`config.mk`:
```
export PLATFORM = sky130hd
export DESIGN_NAME = sprite_blitter_flat
export DESIGN_NICKNAME = d
export VERILOG_FILES = /design/src/rtl/sprite_blitter_if.sv /design/src/rtl/sprite_blitter.sv /design/src/flat_wrapper.sv
export SDC_FILE = /design/constraint.sdc
export NUM_CORES = 1
export LEC_CHECK = 0
export ABC_AREA = 0
export BUFFER_PORTS_ARGS = -buffer_cell sky130_fd_sc_hd__buf_2
export CAP_MARGIN = 20
export CORE_UTILIZATION = 30
export DETAILED_ROUTE_END_ITERATION = 8
export PLACE_DENSITY_LB_ADDON = 0.3
export SYNTH_ARGS = -nofsm -noshare
export SYNTH_HDL_FRONTEND = slang
export SYNTH_SLANG_ARGS = --single-unit
```
`constraint.sdc`:
```
create_clock -name sys_clock -period 2.91 [get_ports sys_clock]
set_input_delay 0.291 -clock sys_clock [delete_from_list [all_inputs] [get_ports sys_clock]]
set_output_delay 0.291 -clock sys_clock [all_outputs]
set_load 0.005 [all_outputs]
```
`src/rtl/sprite_blitter_if.sv`:
```
// Bus bundle between the sprite blitter and its neighbours: draw-queue head
// and pop strobe, sprite memory read port and framebuffer write port.
// The master modport is the blitter side; the slave modport is the peer side.
interface sprite_blitter_if #(
   parameter int SPRITE_ADDR_SIZE = 13,
   parameter int FB_ADDR_W        = 17
) ();
   // draw queue
   logic                      is_empty;
   logic                      dequeue;
   logic [7:0]                sprite_id;
   logic [15:0]               sprite_x;
   logic [15:0]               sprite_y;
   logic [7:0]                sprite_scale;
   // sprite memory read port
   logic                      sprite_r_en;
   logic [SPRITE_ADDR_SIZE:0] sprite_r_addr;
   logic [3:0]                sprite_r_data;
   // framebuffer write port
   logic                      fb_w_en;
   logic                      fb_w_ready;
   logic [FB_ADDR_W-1:0]      fb_w_addr;
   logic [3:0]                fb_w_data;

   modport master (
      input  is_empty, sprite_id, sprite_x, sprite_y, sprite_scale,
      input  sprite_r_data, fb_w_ready,
      output dequeue, sprite_r_en, sprite_r_addr, fb_w_en, fb_w_addr, fb_w_data
   );

   modport slave (
      output is_empty, sprite_id, sprite_x, sprite_y, sprite_scale,
      output sprite_r_data, fb_w_ready,
      input  dequeue, sprite_r_en, sprite_r_addr, fb_w_en, fb_w_addr, fb_w_data
   );
endinterface

```
`src/rtl/sprite_blitter.sv`:
```
// sprite_blitter: pops draw commands one at a time, reads the referenced
// 32x32 4-bit sprite and writes the scaled, clipped pixels to the framebuffer.
// Each destination pixel costs READ -> WAIT -> WRITE (3 cycles without stalls).
// Optional feature macro: SPRITE_TRANSPARENCY_EN -- when defined, colour
// index 0 is transparent and never written.
module sprite_blitter #(
   parameter int SPRITE_ADDR_SIZE = 13,
   parameter int FB_WIDTH         = 320,
   parameter int FB_HEIGHT        = 240,
   parameter int FB_ADDR_W        = 17,
   parameter int MAX_SCALE        = 4
) (
   input  logic               sys_clock,
   input  logic               sys_reset_n,
   input  logic               enable,
   sprite_blitter_if.master   bus,
   output logic               busy,
   output logic [15:0]        draws_done
);
   localparam int ID_BITS = SPRITE_ADDR_SIZE + 1 - 10;
   localparam logic signed [16:0] FB_W_S = 17'(FB_WIDTH);
   localparam logic signed [16:0] FB_H_S = 17'(FB_HEIGHT);

   typedef enum logic [2:0] {IDLE, READ, WAIT, WRITE, DONE} state_t;
   state_t state_reg;

   // latched command and scan position
   logic [ID_BITS-1:0]  id_reg;
   logic signed [16:0]  x_reg;      // left edge, reloaded into px at each row start
   logic signed [16:0]  px_reg;
   logic signed [16:0]  py_reg;
   logic [7:0]          scale_reg;
   logic [7:0]          subx_reg;   // repeats of the current source column
   logic [7:0]          suby_reg;   // repeats of the current source row
   logic [4:0]          scol_reg;
   logic [4:0]          srow_reg;

   // next-pixel values
   logic [7:0]          scale_eff;
   logic                row_end;
   logic                last_pix;
   logic [7:0]          subx_next;
   logic [7:0]          suby_next;
   logic [4:0]          scol_next;
   logic [4:0]          srow_next;
   logic signed [16:0]  px_next;
   logic signed [16:0]  py_next;
   logic                visible;
   logic                opaque;
   logic [FB_ADDR_W-1:0] addr_calc;

   // clamp the queued scale into 1..MAX_SCALE
   always_comb begin
      scale_eff = bus.sprite_scale;
      if (bus.sprite_scale == 8'd0)
         scale_eff = 8'd1;
      else if (bus.sprite_scale > 8'(MAX_SCALE))
         scale_eff = 8'(MAX_SCALE);
   end

   // row-major scan advance; sub-counters replace a divide by the scale
   always_comb begin
      row_end   = (scol_reg == 5'd31) && (subx_reg == scale_reg - 8'd1);
      last_pix  = row_end && (srow_reg == 5'd31) && (suby_reg == scale_reg - 8'd1);
      subx_next = subx_reg + 8'd1;
      scol_next = scol_reg;
      px_next   = px_reg + 17'sd1;
      suby_next = suby_reg;
      srow_next = srow_reg;
      py_next   = py_reg;
      if (subx_reg == scale_reg - 8'd1) begin
         subx_next = 8'd0;
         scol_next = scol_reg + 5'd1;
      end
      if (row_end) begin
         subx_next = 8'd0;
         scol_next = 5'd0;
         px_next   = x_reg;
         py_next   = py_reg + 17'sd1;
         suby_next = suby_reg + 8'd1;
         if (suby_reg == scale_reg - 8'd1) begin
            suby_next = 8'd0;
            srow_next = srow_reg + 5'd1;
         end
      end
   end

   // clipping, transparency and framebuffer address of the current pixel
   always_comb begin
      visible   = (px_reg >= 17'sd0) && (px_reg < FB_W_S) &&
                  (py_reg >= 17'sd0) && (py_reg < FB_H_S);
`ifdef SPRITE_TRANSPARENCY_EN
      opaque    = (bus.sprite_r_data != 4'd0);
`else
      opaque    = 1'b1;
`endif
      addr_calc = FB_ADDR_W'(py_reg[15:0]) * FB_ADDR_W'(FB_WIDTH) + FB_ADDR_W'(px_reg[15:0]);
   end

   // command FSM with registered outputs
   always_ff @(posedge sys_clock or negedge sys_reset_n) begin
      if (!sys_reset_n) begin
         state_reg         <= IDLE;
         id_reg            <= '0;
         x_reg             <= '0;
         px_reg            <= '0;
         py_reg            <= '0;
         scale_reg         <= 8'd1;
         subx_reg          <= '0;
         suby_reg          <= '0;
         scol_reg          <= '0;
         srow_reg          <= '0;
         bus.dequeue       <= 1'b0;
         bus.sprite_r_en   <= 1'b0;
         bus.sprite_r_addr <= '0;
         bus.fb_w_en       <= 1'b0;
         bus.fb_w_addr     <= '0;
         bus.fb_w_data     <= '0;
         busy              <= 1'b0;
         draws_done        <= 16'd0;
      end else begin
         bus.dequeue     <= 1'b0;
         bus.sprite_r_en <= 1'b0;
         case (state_reg)
            IDLE: begin
               if (enable && !bus.is_empty) begin
                  bus.dequeue       <= 1'b1;
                  busy              <= 1'b1;
                  id_reg            <= bus.sprite_id[ID_BITS-1:0];
                  x_reg             <= {bus.sprite_x[15], bus.sprite_x};
                  px_reg            <= {bus.sprite_x[15], bus.sprite_x};
                  py_reg            <= {bus.sprite_y[15], bus.sprite_y};
                  scale_reg         <= scale_eff;
                  subx_reg          <= '0;
                  suby_reg          <= '0;
                  scol_reg          <= '0;
                  srow_reg          <= '0;
                  bus.sprite_r_en   <= 1'b1;
                  bus.sprite_r_addr <= {bus.sprite_id[ID_BITS-1:0], 10'd0};
                  state_reg         <= READ;
               end
            end
            READ: state_reg <= WAIT;
            WAIT: begin
               if (visible && opaque) begin
                  bus.fb_w_en   <= 1'b1;
                  bus.fb_w_addr <= addr_calc;
                  bus.fb_w_data <= bus.sprite_r_data;
               end
               state_reg <= WRITE;
            end
            WRITE: begin
               if (!bus.fb_w_en || bus.fb_w_ready) begin
                  bus.fb_w_en <= 1'b0;
                  subx_reg    <= subx_next;
                  suby_reg    <= suby_next;
                  scol_reg    <= scol_next;
                  srow_reg    <= srow_next;
                  px_reg      <= px_next;
                  py_reg      <= py_next;
                  if (last_pix) begin
                     state_reg <= DONE;
                  end else begin
                     bus.sprite_r_en   <= 1'b1;
                     bus.sprite_r_addr <= {id_reg, srow_next, scol_next};
                     state_reg         <= READ;
                  end
               end
            end
            DONE: begin
               draws_done <= draws_done + 16'd1;
               busy       <= 1'b0;
               state_reg  <= IDLE;
            end
            default: state_reg <= IDLE;
         endcase
      end
   end
endmodule

```
`src/flat_wrapper.sv`:
```
// flat-port wrapper written by rule: the top's interface ports become plain ports
module sprite_blitter_flat 
#(
   parameter int SPRITE_ADDR_SIZE = 13,
   parameter int FB_WIDTH         = 320,
   parameter int FB_HEIGHT        = 240,
   parameter int FB_ADDR_W        = 17,
   parameter int MAX_SCALE        = 4
)
  (sys_clock, sys_reset_n, enable, busy, draws_done, bus_is_empty, bus_sprite_id, bus_sprite_x, bus_sprite_y, bus_sprite_scale, bus_sprite_r_data, bus_fb_w_ready, bus_dequeue, bus_sprite_r_en, bus_sprite_r_addr, bus_fb_w_en, bus_fb_w_addr, bus_fb_w_data);
  sprite_blitter_if #(.SPRITE_ADDR_SIZE(SPRITE_ADDR_SIZE), .FB_ADDR_W(FB_ADDR_W)) bus_i ();
  input  logic sys_clock;
  input  logic sys_reset_n;
  input  logic enable;
  output logic busy;
  output logic [15:0] draws_done;
  input wire logic [$bits(bus_i.is_empty)-1:0] bus_is_empty;
  input wire logic [$bits(bus_i.sprite_id)-1:0] bus_sprite_id;
  input wire logic [$bits(bus_i.sprite_x)-1:0] bus_sprite_x;
  input wire logic [$bits(bus_i.sprite_y)-1:0] bus_sprite_y;
  input wire logic [$bits(bus_i.sprite_scale)-1:0] bus_sprite_scale;
  input wire logic [$bits(bus_i.sprite_r_data)-1:0] bus_sprite_r_data;
  input wire logic [$bits(bus_i.fb_w_ready)-1:0] bus_fb_w_ready;
  output wire logic [$bits(bus_i.dequeue)-1:0] bus_dequeue;
  output wire logic [$bits(bus_i.sprite_r_en)-1:0] bus_sprite_r_en;
  output wire logic [$bits(bus_i.sprite_r_addr)-1:0] bus_sprite_r_addr;
  output wire logic [$bits(bus_i.fb_w_en)-1:0] bus_fb_w_en;
  output wire logic [$bits(bus_i.fb_w_addr)-1:0] bus_fb_w_addr;
  output wire logic [$bits(bus_i.fb_w_data)-1:0] bus_fb_w_data;
  assign bus_i.is_empty = bus_is_empty;
  assign bus_i.sprite_id = bus_sprite_id;
  assign bus_i.sprite_x = bus_sprite_x;
  assign bus_i.sprite_y = bus_sprite_y;
  assign bus_i.sprite_scale = bus_sprite_scale;
  assign bus_i.sprite_r_data = bus_sprite_r_data;
  assign bus_i.fb_w_ready = bus_fb_w_ready;
  assign bus_dequeue = bus_i.dequeue;
  assign bus_sprite_r_en = bus_i.sprite_r_en;
  assign bus_sprite_r_addr = bus_i.sprite_r_addr;
  assign bus_fb_w_en = bus_i.fb_w_en;
  assign bus_fb_w_addr = bus_i.fb_w_addr;
  assign bus_fb_w_data = bus_i.fb_w_data;
  sprite_blitter #(.SPRITE_ADDR_SIZE(SPRITE_ADDR_SIZE), .FB_WIDTH(FB_WIDTH), .FB_HEIGHT(FB_HEIGHT), .FB_ADDR_W(FB_ADDR_W), .MAX_SCALE(MAX_SCALE)) u_core (.sys_clock(sys_clock), .sys_reset_n(sys_reset_n), .enable(enable), .bus(bus_i), .busy(busy), .draws_done(draws_done));
endmodule
```
==> metrics.yaml, run 1 <==
outcome: "complete, but fails checks"
violations: "negative setup slack"
drc: 0
async_flop_share: 1.00
synth_area_leader_cell: "dfrtp_1"
pwr-share-clk: 0.163
crit_arrival_ns: 3.30
drt_iter0_drc: 245
grt_pass1_vias: 6781
core_area_sq_um: 27000
row_count: 60
criticalPathCategory: "flip-flop to flip-flop"
syn2layout_area_growth_pct: 27.3
holdWs_ns: 0.0734
firstDrtPassIters: 6
die_area_sq_um: 28200
cts_sinks: 146
crit_fanout: 4
tightest_slew_ns: 0.797
htreeDepth: 4
initial_core_util: 0.306
p_sw_mw: 5.40
netlist.area_leader.share: 0.440
synth_fp_nets: 980
power.leakage_nw: 5.04
finalCritPeriodShare: 1.03
nets: 1139
drt-total-wl_um: 21400
netSwitchingFraction: 0.412
grt_max_degree: 77
cts_buffers: 17
combPwrFrac: 0.599
root_buffer: "clkbuf_16"
via_per_inst: 4.95
clkSlewWorstSetupHoldPaths_ns: 0.06
syn_area_per_cell_sq_um: 9.33
grt_antenna_before_repair: 3
clk_path_buf_depth: 2
synth_cell_types: 67
syn_inst: 885
cellPowerDensity_nw_per_um2: 1250
cp-start-kind: "flip-flop"
fin_crit_ns: 3.00
ys_ff_latch: 146
clock_latency_ns: 0.42
diodes: 0
dieWidth_um: 168
pwr-share-seq: 0.238
grt_overflow_total: 0
rsz0062_at_grt: "true"
dp_hpwl_um: 15000
final.setup_skew_ns: 0.00836
worstPathRequired_ns: 3.21
yosysWarningCount: 0
end_kind: "flip-flop"
track_usage: 0.157
synth_edf_count: 0
avgRoutedWirePerCell_um: 15.3
relSlewSlack: 0.469
gp_congestion: 0.795
drtAntennaViolNets: 0
fillers: 2646
drive_above_1_share: 0.281
final-hold-violation-count: 0
die_y_um: 168
num_vias: 6917
synth-main-ff-cell: "dfrtp_1"
setup_violations: 2
portBuffers: 107
grt_pass1_wl_um: 35300
fin_setup_tns_ns: -0.101
final.setup.worst_slack_ns: -0.0912
slew_violations: 0
synthTopCellsByArea: "dfrtp_1 44%, nand2_1 6.4%, ha_1 5.5%"
num_io_pins: 112
cap_violations: 0
fmax_ghz: 0.333
syn-cell-area_sq_um: 8260
hold_path_class: "input port to flip-flop"
ir_drop_uv: 994
p_int_mw: 7.69
seq_area_frac_synth: 0.443
tritoncts: "yes"
==> kinds of logic (layout without fill, tap and decap cells) <==
family,count (synthesis),count (layout),synth area share
AO/OA/AOI/OAI,199,199,0.153
XOR/XNOR,69,69,0.0765
adder cells (fa/ha/maj),38,38,0.0594
buffers and inverters,70,241,0.0358
flip-flops,146,146,0.443
multiplexers,31,31,0.0411
AND/OR/NAND/NOR,332,332,0.191
==> cells in the mapped netlist, types with 4 or more instances <==
master	count
and2_1	9
o31ai_1	6
a211oi_1	4
a21oi_1	69
xnor2_1	39
nor2_1	59
buf_2	11
mux2i_1	8
a31oi_1	9
o21bai_1	5
nor3_1	6
o21ai_0	43
clkbuf_1	25
and3_1	24
nor2b_1	8
inv_1	28
dfrtp_1	145
nand2b_1	10
nand3_1	35
a22o_1	4
nand4_1	11
ha_1	36
mux2_2	23
a32o_1	5
nor4_1	7
o211ai_1	13
a21o_1	10
nand2_1	140
xor2_1	28
o22ai_1	8
==> per-stage QoR <==
| step | setup slack, ns | cell area, sq um | util | total power [mW] | instances |
|---|---|---|---|---|---|
| final | -0.0912 | 10500 | 0.390 | 13.1 | 1397 |
| after global routing | -0.283 | 10500 | 0.390 | 14.2 | 1397 |
| after CTS | -0.210 | 10300 | 0.381 | 12.6 | 1390 |
| after detailed placement | -0.201 | 9600 | 0.356 | 9.92 | 1356 |
| after global placement | -0.149 | 9600 | 0.356 | 9.85 | 1356 |
| after floorplan | -0.0298 | 8270 | - | 7.77 | 885 |
==> worst paths after layout <==
path | from | to | slack [ns] | depth (start not counted)
max | u_core.py_reg[3]$_DFFE_PN0P_ | u_core.bus.fb_w_addr[16]$_DFFE_PN0P_ | -0.09 | 15
min | bus_sprite_x[0] | u_core.x_reg[0]$_DFFE_PN0P_ | 0.07 | 3
max reg2reg | u_core.py_reg[3]$_DFFE_PN0P_ | u_core.bus.fb_w_addr[16]$_DFFE_PN0P_ | -0.09 | 15
min reg2reg | u_core.id_reg[3]$_DFFE_PN0P_ | u_core.id_reg[3]$_DFFE_PN0P_ | 0.47 | 2
max in group asynchronous | sys_reset_n | u_core.subx_reg[1]$_DFFE_PN0P_ | 1.66 | 3
min in group asynchronous | sys_reset_n | u_core.py_reg[10]$_DFFE_PN0P_ | 0.48 | 2
==> what timing repair did <==
action | in CTS | in global routing
hold endpoints to repair | 71 | 0
cloned | 0 | 3
gates resized for setup | 18 | 49
setup buffers | 3 | 6
pin swaps | 15 | 25
hold buffers | 1 | 0
setup endpoints to repair | 5 | 59
==> layer usage <==
metal | GRT usage | share of wire
met1 | 0.210 | 0.48
met2 | 0.255 | 0.47
met3 | 0.0367 | 0.045
met4 | 0.0383 | 0.0090
met5 | 0 | 0.0016
==> final cells by class <==
cell class | count | area [sq um] | share of cell area
Multi-Input combinational cell | 669 | 4550 | 0.433
Tap cell | 341 | 427 | 0.0406
Inverter | 28 | 105 | 0.0100
Timing Repair Buffer | 182 | 1200 | 0.115
Clock inverter | 8 | 78.8 | 0.00750
Sequential cell | 146 | 3660 | 0.348
Clock buffer | 23 | 488 | 0.0464
==> placed cells by master, fill, tap and decap left out, types with 28 or more instances in the layout <==
cell type	instances
buf_4	63
xor2_1	28
xnor2_1	37
o21ai_0	34
nand2_1	131
dfrtp_1	144
buf_2	106
ha_1	32
a21oi_1	65
nand3_1	35
nor2_1	56
==> power by group through the flow <==
| stage | Clock (mW) | Sequential, mW | Combinational, mW |
|---|---|---|---|
| floorplan | 0 | 2.99 | 4.78 |
| global placement | 0 | 3.12 | 6.73 |
| detailed placement | 0 | 3.12 | 6.80 |
| CTS | 2.18 | 3.10 | 7.34 |
| global route | 2.27 | 3.19 | 8.77 |
| finish | 2.14 | 3.11 | 7.84 |
==> worst max-delay path, cell delays in order (launching register included) <==
cell and delay (ns):
dfrtp_2 0.44, ha_4 0.28, ha_4 0.12, inv_2 0.03
fa_2 0.33, nor2b_1 0.12, o21ai_1 0.08, nand2b_1 0.09
a21o_1 0.13, a21oi_2 0.05, xnor2_1 0.13, ha_1 0.35
and3_4 0.20, a211oi_4 0.20, xnor2_1 0.08, mux2_4 0.25
No activity file was read; power rests on OpenSTA's default activity.
==> run 2, diff against run 1 <==
CORE_MARGIN = 2   (was not set)
TNS_END_PERCENT = 30   (was not set)
==> metrics.yaml, run 2 (synthesized netlist as in run 1, its figures left out) <==
outcome: "complete, but fails checks"
violations: "negative setup slack"
crit_fanout: 6  # +2
p_int_mw: 7.40  # -3.7%
dp_hpwl_um: 14900  # -0.78%
tritoncts: "yes"
rsz0062_at_grt: "true"
slew_violations: 0  # unchanged
nets: 1135  # -0.35%
finalNonFillerCells: 1395  # -0.14%
pre_cts_slack_ns: -0.157  # +0.0447 ns
via_per_inst: 4.98  # +0.61%
die_y_um: 170  # +1.2%
grt_overflow_total: 0  # unchanged
final.setup.worst_slack_ns: -0.100  # -0.00916 ns
drt_iter0_drc: 379  # +55%
setup_violations: 17  # +15
drc: 0  # unchanged
mostFrequentLayoutCells: "144 x dfrtp_1, 133 x nand2_1, 106 x buf_2"
initial_core_util: 0.306  # unchanged
end_kind: "flip-flop"
grt_pass1_wl_um: 34600  # -2.0%
syn2layout_area_growth_pct: 27.6
dieWidth_um: 170  # +1.2%
netSwitchingFraction: 0.414  # +0.00116
relSlewSlack: 0.557  # +0.0883
die_area_sq_um: 28900  # +2.4%
root_buffer: "clkbuf_16"
fmax_ghz: 0.332  # -0.30%
grt_pass1_vias: 6690  # -1.3%
num_io_pins: 112  # unchanged
portBuffers: 107  # unchanged
avgRoutedWirePerCell_um: 15.3  # -0.36%
grt_antenna_before_repair: 3  # unchanged
final.setup_skew_ns: 0.00988  # +0.00151 ns
final-hold-violation-count: 0  # unchanged
worstPathRequired_ns: 3.25  # +0.04 ns
clkSlewWorstSetupHoldPaths_ns: 0.06  # about the same
cap_violations: 0  # unchanged
combPwrFrac: 0.579  # -0.020
clock_latency_ns: 0.43  # about the same
grt_max_degree: 57  # -26%
row_count: 60  # unchanged
cts_buffers: 17  # unchanged
cts_sinks: 146  # unchanged
drive_above_1_share: 0.281  # about the same
cp-start-kind: "flip-flop"
pwr-share-clk: 0.173  # +0.010
drt-total-wl_um: 21300  # -0.50%
fin_area_sq_um: 10500  # +0.30%
r2r-start: "u_core.scale_reg[1]$_DFFE_PN0P_"
min_from: "bus_sprite_x[0]"
utilization: 0.391  # +0.00116
pwr-share-seq: 0.248  # +0.010
crit_arrival_ns: 3.35  # +0.05 ns
track_usage: 0.150  # -0.00666
num_vias: 6949  # +0.46%
htreeDepth: 4  # unchanged
fin_crit_ns: 3.01  # +0.00916 ns
finalCritPeriodShare: 1.03  # +0.00315
hold_path_class: "input port to flip-flop"
core_area_sq_um: 27000  # unchanged
p_sw_mw: 5.22  # -3.2%
tightest_slew_ns: 0.664  # -0.133 ns
power.leakage_nw: 5.04  # about the same
layout.cells.most_common: "dfrtp_1"
startpoint: "u_core.scale_reg[1]$_DFFE_PN0P_"
place_inst: 1347  # -0.66%
firstDrtPassIters: 5  # -1
drtAntennaViolNets: 0  # unchanged
criticalPathCategory: "flip-flop to flip-flop"
clk_path_buf_depth: 2  # unchanged
gp_congestion: 0.781  # -1.8%
ir_drop_uv: 810  # -19%
placed_area_sq_um: 9530  # -0.70%
cellPowerDensity_nw_per_um2: 1200  # -3.8%
-- run 2: layer usage --
| metal | GRT usage | routed length, um | up-vias |
|---|---|---|---|
| met5 | 0 | 24 | - |
| met4 | 0.0316 | 177 | 4 |
| met3 | 0.0402 | 1270 | 14 |
| met2 | 0.237 | 9600 | 162 |
| met1 | 0.207 | 10300 | 3335 |
| li1 | - | - | 3434 |
-- run 2: cell type report --
cell class	count	area (sq um)
antenna	1	2.50
sequential	146	3660
multi-input combinational	670	4600
inverter	28	105
timing repair buffer	177	1170
fill	2671	16400
clock buffer	19	443
tap	341	427
clock inverter	13	136
-- run 2: critical path, stage by stage (launching register included) --
cell	delay, ns
dfrtp_1	0.39
buf_6	0.13
or4_4	0.51
and2_4	0.20
xnor2_4	0.14
nor4_4	0.32
nand4_1	0.22
o41ai_4	0.53
buf_4	0.22
buf_8	0.15
nand2_2	0.06
o31ai_2	0.05
-- run 2: path summary, 6_finish.rpt --
path | to | cells after the start | slack, ns
worst max-delay path | u_core.bus.sprite_r_addr[7]$_DFFE_PN0P_ | 11 | -0.10
min in group asynchronous | u_core.draws_done[2]$_DFFE_PN0P_ | 2 | 0.39
max in group asynchronous | u_core.subx_reg[5]$_DFFE_PN0P_ | 3 | 1.75
worst max register to register | u_core.bus.sprite_r_addr[7]$_DFFE_PN0P_ | 11 | -0.10
worst min register to register | u_core.draws_done[15]$_DFFE_PN0P_ | 1 | 0.47
worst min-delay path | u_core.x_reg[0]$_DFFE_PN0P_ | 3 | 0.07
-- run 2: repair_timing --
action                                  4_1_cts  5_1_grt
hold endpoints to repair                     50        0
setup buffers                                 2        9
gates cloned                                  0        3
hold buffers                                  1        0
resized for setup                             8       67
pin swaps                                    13       24
endpoints found under the setup margin        5       66
-- run 2: through the flow --
stage | setup TNS, ns | total power [mW] | hold WS (ns)
floorplan | -0.0298 | 7.77 | -0.00459
finish | -0.863 | 12.6 | 0.0668
global placement | -0.150 | 9.71 | 0.297
detailed placement | -0.189 | 9.79 | 0.302
CTS | -0.120 | 12.2 | 0.0576
global route | -4.17 | 13.8 | 0.0805
-- run 2: power groups by stage --
stage	clock, mW	sequential [mW]	combinational, mW
after detailed placement	0	3.13	6.66
after floorplan	0	2.99	4.78
final	2.19	3.13	7.31
after CTS	2.24	3.11	6.81
after global placement	0	3.13	6.58
after global routing	2.32	3.21	8.23
==> run 3, diff against run 2 <==
RECOVER_POWER = 50   (was not set)
==> metrics.yaml, run 3 (synthesized netlist as in run 1, its figures left out) <==
clk_path_buf_depth: 2  # unchanged
grt_antenna_before_repair: 3  # unchanged
fin_crit_ns: 3.01  # +0.000206 ns
syn2layout_area_growth_pct: 27.0
track_usage: 0.150  # unchanged
cap_violations: 0  # unchanged
clkSlewWorstSetupHoldPaths_ns: 0.06  # about the same
mostFrequentLayoutCells: "144 x dfrtp_1, 133 x nand2_1, 82 x buf_2"
via_per_inst: 4.96  # -0.43%
fmax_ghz: 0.332  # about the same
grt_pass1_vias: 6690  # unchanged
drt-total-wl_um: 21300  # about the same
core_area_sq_um: 27000  # unchanged
nets: 1135  # unchanged
worstPathRequired_ns: 3.24  # about the same
drive_above_1_share: 0.258  # -0.0228
final.setup_skew_ns: 0.0102  # +0.000316 ns
cp_slowest_cell: "o41ai_4"
layout.cells.most_common: "dfrtp_1"
setup_violations: 17  # unchanged
grt_overflow_total: 0  # unchanged
avgRoutedWirePerCell_um: 15.3  # about the same
utilization: 0.389  # -0.00200
cp-start-kind: "flip-flop"
cts_sinks: 146  # unchanged
dieWidth_um: 170  # unchanged
max_stage_delay_ns: 0.53  # about the same
portBuffers: 107  # unchanged
tightest_slew_ns: 1.46  # +0.797 ns
crit_arrival_ns: 3.34  # about the same
holdWs_ns: 0.0690  # +0.00215 ns
initial_core_util: 0.306  # unchanged
ir_drop_uv: 810  # about the same
firstDrtPassIters: 7  # +2
finalCritPeriodShare: 1.03  # about the same
grt_max_degree: 57  # unchanged
fin_setup_tns_ns: -0.873  # -0.0108 ns
die_area_sq_um: 28900  # unchanged
num_vias: 6919  # -0.43%
grt_pass1_wl_um: 34600  # unchanged
drc: 0  # unchanged
hold_path_class: "input port to flip-flop"
outcome: "complete, but fails checks"
num_io_pins: 112  # unchanged
drt_iter0_drc: 388  # +2.4%
power.leakage_nw: 4.94  # -2.0%
htreeDepth: 4  # unchanged
slew_violations: 0  # unchanged
rsz0062_at_grt: "true"
final.setup.worst_slack_ns: -0.101  # -0.000206 ns
root_buffer: "clkbuf_16"
dp_hpwl_um: 14900  # unchanged
gp_congestion: 0.781  # unchanged
tritoncts: "yes"
final-hold-violation-count: 0  # unchanged
crit_fanout: 6  # unchanged
cp.buffers_inverters: 3  # unchanged
relSlewSlack: 0.0262  # -0.531
violations: "negative setup slack"
cp_cell_sequence: "buf_6 > or4_4 > and2_4 > xnor2_4 > nor4_4 > nand4_1 > o41ai_4 > buf_4 > buf_8 > nand2_2 > o31ai_2"
drtAntennaViolNets: 0  # unchanged
criticalPathCategory: "flip-flop to flip-flop"
die_y_um: 170  # unchanged
row_count: 60  # unchanged
crit_family: "simple AND/OR/NAND/NOR gates"
end_kind: "flip-flop"
cts_buffers: 17  # unchanged
clock_latency_ns: 0.43  # about the same
cellPowerDensity_nw_per_um2: 1200  # +0.42%
-- run 3: cell types whose count changed in the layout (fill, tap and decap cells not counted) --
| cell | before | now |
|---|---|---|
| buf_4 | 56 | 54 |
| buf_6 | 8 | 7 |
| buf_2 | 106 | 82 |
| buf_12 | 4 | 3 |
| and2_0 | 1 | 2 |
| clkbuf_1 | 1 | 25 |
| clkbuf_2 | 0 | 3 |
| and2_1 | 7 | 6 |
| clkbuf_4 | 0 | 1 |
-- run 3: area by class of cell --
type	instances	area (sq um)
antenna	1	2.50
clock buffer	19	443
clock inverter	13	136
fill	2677	16500
inverter	28	105
multi-input combinational	670	4600
sequential	146	3660
tap	341	427
timing repair buffer	177	1120
-- run 3: per-layer routing --
metal	track usage	vias to the layer above	wire length (um)
li1	-	3436	-
met1	0.207	3328	10300
met2	0.237	137	9630
met3	0.0402	14	1180
met4	0.0316	4	172
met5	0	-	24
-- run 3: tightest hold or removal path, cell delays in order --
cell,delay [ns]
buf_2,0.08
nand2_1,0.04
nand2_1,0.05
-- run 3: path summary, 6_finish.rpt --
kind / from / end / slack [ns] / depth (start not counted)
max: u_core.scale_reg[1]$_DFFE_PN0P_ / u_core.bus.sprite_r_addr[7]$_DFFE_PN0P_ / -0.10 / 11
min: bus_sprite_x[0] / u_core.x_reg[0]$_DFFE_PN0P_ / 0.07 / 3
max reg2reg: u_core.scale_reg[1]$_DFFE_PN0P_ / u_core.bus.sprite_r_addr[7]$_DFFE_PN0P_ / -0.10 / 11
min reg2reg: u_core.draws_done[15]$_DFFE_PN0P_ / u_core.draws_done[15]$_DFFE_PN0P_ / 0.47 / 1
max in group asynchronous: sys_reset_n / u_core.py_reg[3]$_DFFE_PN0P_ / 0.67 / 3
min in group asynchronous: sys_reset_n / u_core.draws_done[2]$_DFFE_PN0P_ / 0.75 / 2
-- run 3: repair_timing --
item | in CTS | in global routing
hold endpoints to repair | 50 | 0
buffers inserted | 2 | 9
gates resized for setup | 8 | 67
hold buffers | 1 | 0
gates cloned | 0 | 3
setup endpoints to repair | 5 | 66
pin swaps | 13 | 24
-- run 3: power by group --
part / switching [mW] / leakage (nW) / internal [mW]
clock network: 0.906 / 0.275 / 1.28
logic: 3.75 / 2.80 / 3.55
registers: 0.565 / 1.86 / 2.57
total: 5.22 / 4.94 / 7.39
-- run 3: per-stage QoR --
step	setup slack (ns)	power, mW	instances	cell area [sq um]
CTS	-0.112	12.2	1382	10200
global route	-0.288	13.7	1394	10500
finish	-0.101	12.6	1395	10500
floorplan	-0.0298	7.77	885	8270
detailed placement	-0.157	9.79	1347	9530
global placement	-0.141	9.71	1347	9530
